`src/rtl/mc_control.sv`:
```
// rtl/mc_control.sv - multi-cycle processor control FSM (FETCH/DECODE/EXEC/MEM/WB)
// Optional build macro: MC_CONTROL_MEMWAIT_EN (MEM holds until mem_ready is sampled high)
module mc_control #(
  parameter int OPW        = 4,
  parameter int MUL_CYCLES = 3
) (
  input  logic           clk,
  input  logic           rst_n,
  input  logic [OPW-1:0] inst,
  input  logic           inst_valid,
  input  logic           mem_ready,
  output logic           irwrite,
  output logic           pcwrite,
  output logic           wen,
  output logic           alusrc,
  output logic           regdst,
  output logic           memwrite,
  output logic           memread,
  output logic           memtoreg,
  output logic           branch,
  output logic [2:0]     aluop,
  output logic           busy,
  output logic           illegal
);

  typedef enum logic [2:0] {
    FETCH  = 3'd0,
    DECODE = 3'd1,
    EXEC   = 3'd2,
    MEM    = 3'd3,
    WB     = 3'd4
  } state_t;

  localparam logic [OPW-1:0] OP_SLL = OPW'(5);
  localparam logic [OPW-1:0] OP_SRL = OPW'(6);
  localparam logic [OPW-1:0] OP_MUL = OPW'(7);
  localparam logic [OPW-1:0] OP_LW  = OPW'(8);
  localparam logic [OPW-1:0] OP_SW  = OPW'(9);
  localparam logic [OPW-1:0] OP_BEQ = OPW'(10);

  localparam logic [3:0] MUL_LOAD = 4'(MUL_CYCLES - 1);

  state_t         state, state_nx;
  logic [OPW-1:0] ir;
  logic [3:0]     cnt, cnt_nx;
  logic           ir_load;
  logic           mem_done;

  // Opcode classes decoded from the latched IR; upper opcode bits take part in
  // the legality compare so any nonzero high bit makes the opcode undefined.
  logic is_mul, is_lw, is_sw, is_beq, is_shift, legal;
  assign is_mul   = (ir == OP_MUL);
  assign is_lw    = (ir == OP_LW);
  assign is_sw    = (ir == OP_SW);
  assign is_beq   = (ir == OP_BEQ);
  assign is_shift = (ir == OP_SLL) || (ir == OP_SRL);
  assign legal    = (ir <= OP_BEQ);

`ifdef MC_CONTROL_MEMWAIT_EN
  assign mem_done = mem_ready;
`else
  logic unused_mem_ready;
  assign unused_mem_ready = mem_ready;
  assign mem_done         = 1'b1;
`endif

  // State, instruction register and MUL down-counter
  always_ff @(posedge clk or negedge rst_n) begin
    if (!rst_n) begin
      state <= FETCH;
      ir    <= '0;
      cnt   <= 4'd0;
    end else begin
      state <= state_nx;
      cnt   <= cnt_nx;
      if (ir_load) begin
        ir <= inst;
      end
    end
  end

  // Next-state logic and Moore-style control decode from state and IR
  always_comb begin
    state_nx = state;
    cnt_nx   = cnt;
    ir_load  = 1'b0;
    irwrite  = 1'b0;
    pcwrite  = 1'b0;
    wen      = 1'b0;
    alusrc   = 1'b0;
    regdst   = 1'b0;
    memwrite = 1'b0;
    memread  = 1'b0;
    memtoreg = 1'b0;
    branch   = 1'b0;
    aluop    = 3'b000;
    busy     = (state != FETCH);
    illegal  = 1'b0;

    case (state)
      FETCH: begin
        // rst_n gating keeps the accept pulses low while reset is held
        if (inst_valid && rst_n) begin
          irwrite  = 1'b1;
          pcwrite  = 1'b1;
          ir_load  = 1'b1;
          state_nx = DECODE;
        end
      end
      DECODE: begin
        if (!legal) begin
          illegal  = 1'b1;
          state_nx = FETCH;
        end else begin
          state_nx = EXEC;
          cnt_nx   = is_mul ? MUL_LOAD : 4'd0;
        end
      end
      EXEC: begin
        aluop  = (is_lw || is_sw) ? 3'b000 : ir[2:0];
        alusrc = is_shift || is_lw || is_sw;
        if (is_beq) begin
          branch   = 1'b1;
          regdst   = 1'b1;
          state_nx = FETCH;
        end else if (is_lw || is_sw) begin
          state_nx = MEM;
        end else if (is_mul && (cnt != 4'd0)) begin
          cnt_nx = cnt - 4'd1;
        end else begin
          state_nx = WB;
        end
      end
      MEM: begin
        memread  = is_lw;
        memwrite = is_sw;
        regdst   = is_sw;
        if (mem_done) begin
          state_nx = is_lw ? WB : FETCH;
        end
      end
      WB: begin
        wen      = 1'b1;
        memtoreg = is_lw;
        state_nx = FETCH;
      end
      default: begin
        state_nx = FETCH;
      end
    endcase
  end

endmodule

```
`config.mk`:
```
export PLATFORM = sky130hd
export DESIGN_NAME = mc_control
export DESIGN_NICKNAME = d
export VERILOG_FILES = /design/src/rtl/mc_control.sv
export SDC_FILE = /design/constraint.sdc
export NUM_CORES = 1
export LEC_CHECK = 0
export CAP_MARGIN = 20
export CELL_PAD_IN_SITES_DETAIL_PLACEMENT = 1
export CELL_PAD_IN_SITES_GLOBAL_PLACEMENT = 2
export CORE_ASPECT_RATIO = 0.8
export CORE_MARGIN = 2
export CORE_UTILIZATION = 28
export CTS_CLUSTER_DIAMETER = 80
export DETAILED_ROUTE_END_ITERATION = 12
export GPL_ROUTABILITY_DRIVEN = 1
export PLACE_DENSITY = 0.9
export SKIP_CTS_REPAIR_TIMING = 1
export SLEW_MARGIN = 40
export SYNTH_ARGS = -nofsm -noshare
export SYNTH_HDL_FRONTEND = slang
export SYNTH_SLANG_ARGS = --single-unit
```
`constraint.sdc`:
```
create_clock -name clk -period 5.16 [get_ports clk]
set_input_delay 0.516 -clock clk [delete_from_list [all_inputs] [get_ports clk]]
set_output_delay 0.516 -clock clk [all_outputs]
set_load 0.05 [all_outputs]
```
==> flow_summary.ini <==
[status]
status = complete, no violations

[worst_setup_path]
r2r_end = cnt[1]
critPathMaxStageDelay_ns = 0.85
path_cells = clkdlybuf4s50_1 > nand2_1 > nor2_4 > clkdlybuf4s50_1
regToRegSetupSlack_ns = 3.29
crit_family = buffers and inverters
path_max_fanout = 12
r2r.worst_path.cells = 6
worst_setup_path_start_kind = input port
slowest_stage = clkdlybuf4s50_1
cp-end-kind = output port
r2r-start = cnt[0]
path_common_cell = clkdlybuf4s50_1
crit_buf_inv = 2
worstSetupPathType = in -> out
cp.required_ns = 4.64
arrival_ns = 2.66

[synthesis]
synth_top_family_by_area = simple AND/OR/NAND/NOR gates
synth-compound-area-share_pct = 15.12
synthArstFlopShare_pct = 100.0
yosysTopAreaCellShare_pct = 37.80
synth_area_leaders = dfrtp_1 (38%), nand2_1 (4.6%), nor2b_1 (4.3%)
postSynthCellCount = 83
synth-xor-area-share_pct = 0
yosys.area_share.simple_pct = 34.88
ys_seq_area_share_pct = 37.80
syn_area_per_cell_um2 = 8.773
syn_area_um2 = 728.2
ys_warn_count = 0
muxShareOfSynthArea_pct = 3.093
ys_ff_latch = 11
synthDistinctLibCells = 33
synth_adder_area_share_pct = 3.436
synth-main-ff-cell = dfrtp_1
yosys.area.top_type = dfrtp_1
synth_edf_count = 0
synth_nets = 93

[clocking]
cts-root-buf = clkbuf_4
cts_tree = yes
clk_pin_slew_worst_paths_ns = 0.07
clkSinkCount = 11
worstSkewPairLatency_ns = 0.27
htree_levels = 1
cts_buffer_depth = 2
cts_made_buffers = 3

[cells_and_area]
syn_to_final_growth_pct = 34.19
n_antenna_cell = 0
ff_latch_area_um2 = 275.3
drive_gt1_share_pct = 6.796
fillers = 302
multiInputGateArea_um2 = 411.6
final_nets = 114

[global_routing]
grt_pass1_wl_um = 3167
grt_pass1_vias = 678
grt_max_degree = 13
met3_usage_pct = 4.987
use_met2_pct = 21.15
top_usage_layer = met2
gr-usage-all-layers_pct = 14.31
grt.met1_usage_pct = 19.42
overflow = 0
antenna_found_initial = 0

[job]
max_cap_viol_count = 0

[die]
dieWidth_um = 61.02
core_region_area_um2 = 2462
die_y_um = 49.62
io_pins = 22
rows = 16
start_util_pct = 29.57
dieArea_um2 = 3027

[place]
place_congestion = 0.6693
port_buffers = 20
pre_cts_slack_ns = 1.902
hpwl_um = 1496

[timing]
rsz0062_at_grt = false
skew_ns = 0.005435
fmax_mhz = 315.0
slew_viol_final = 0
relSlewSlack_pct = 48.03
setup_violations = 0
hold_viol_final = 0
finalSetupTns_ns = 0
fin_crit_sh_pct = 61.52
min_period_ns = 3.174
tightest_slew_ns = 0.7736
fin_ws_ns = 1.986

[power_and_ir_drop]
powerDensity_nw_per_um2 = 548.8
vdd_drop_max_mv = 0.3669
power.leakage_nw = 0.4125

[detailed_routing]
first_pass_iters = 4
drt_iter0_markers = 16
drc = 0
ant_nets = 0
num_vias = 693
drt-total-wl_um = 1900
wire_per_inst_um = 13.67
vias_per_cell = 4.986

[worst_hold_path]
hold_end = state[0]
hold_class = reg -> reg
hold-path-cell-count = 1
min_from = state[2]
-- worst max path at each step --
stage,endpoint,from,cells past startpoint
after floorplan,branch,state[0],4
after detailed placement,irwrite,rst_n,4
final,irwrite,rst_n,4
after global placement,irwrite,rst_n,4
after CTS,irwrite,rst_n,4
after global routing,irwrite,rst_n,4
-- flip-flops by register name, summed over array words and instances, names as in the netlist --
name	flops
cnt	4
ir	4
state	3
-- through the flow --
stage / hold WS, ns / instance area [µm²] / utilization, % / total power [mW] / cells
after floorplan: 0.2204 / 728.2 / - / 0.3894 / 83
after global placement: 0.5416 / 950.9 / 38.62 / 0.4704 / 135
after detailed placement: 0.5427 / 950.9 / 38.62 / 0.4775 / 135
after CTS: 0.5533 / 977.2 / 39.68 / 0.5392 / 139
after global routing: 0.5909 / 977.2 / 39.68 / 0.5772 / 139
final: 0.5505 / 977.2 / 39.68 / 0.5363 / 139
-- layout make-up --
cell class | instances | share of cell area, %
multi-input combinational | 63 | 42.13
inverter | 5 | 1.921
clock buffer | 4 | 2.689
sequential | 11 | 28.17
timing repair buffer | 20 | 20.49
tap | 36 | 4.609
-- report_power, final --
group | internal, mW | total, mW | leakage (nW) | switching (mW)
logic | 0.115 | 0.308 | 0.253 | 0.193
registers | 0.115 | 0.168 | 0.144 | 0.0526
clock network | 0.0300 | 0.0602 | 0.0150 | 0.0302
total | 0.260 | 0.536 | 0.412 | 0.276
-- kinds of logic (layout without fill, tap and decap cells) --
kind of cell	Yosys count	count (layout)
compound gates	16	16
fa+ha+maj	2	2
buf+inv	9	29
flops	11	11
mux	2	2
simple gates	43	43
-- cells in the mapped netlist (2+ instances only) --
cell type  number
dfrtp_1        11
nand2_1         9
inv_1           5
nor2_1          5
nor2b_1         5
o21ai_0         5
nor3_1          4
a21oi_1         3
and3_1          3
nand3_1         3
a221o_1         2
buf_2           2
ha_1            2
mux2_1          2
nor3b_1         2
nor4_1          2
or3b_1          2
-- per-layer routing --
layer / vias to the layer above / routed length [µm]
met5: - / 0
met2: 14 / 849
met3: 2 / 79
met4: 0 / 22
met1: 334 / 948
li1: 343 / -
-- layout by cell type, fill, tap and decap left out, drive strengths merged --
cell type / netlist / final
nand3: 3 / 3
a21oi: 3 / 3
and4b: 1 / 1
inv: 5 / 5
nor3b: 3 / 3
nand3b: 1 / 1
o311a: 1 / 1
nor4: 2 / 2
a221o: 2 / 2
a221oi: 1 / 1
clkdlybuf4s50: 0 / 20
mux2: 2 / 2
nor2: 6 / 6
o31ai: 1 / 1
and2: 2 / 2
clkbuf: 1 / 4
ha: 2 / 2
and3: 3 / 3
nand2: 9 / 9
or3: 1 / 1
o32a: 1 / 1
a31oi: 1 / 1
o21bai: 1 / 1
nor2b: 5 / 5
dfrtp: 11 / 11
nor3: 4 / 4
or3b: 3 / 3
o21ai: 5 / 5
Power figures use the tool's default switching activity.
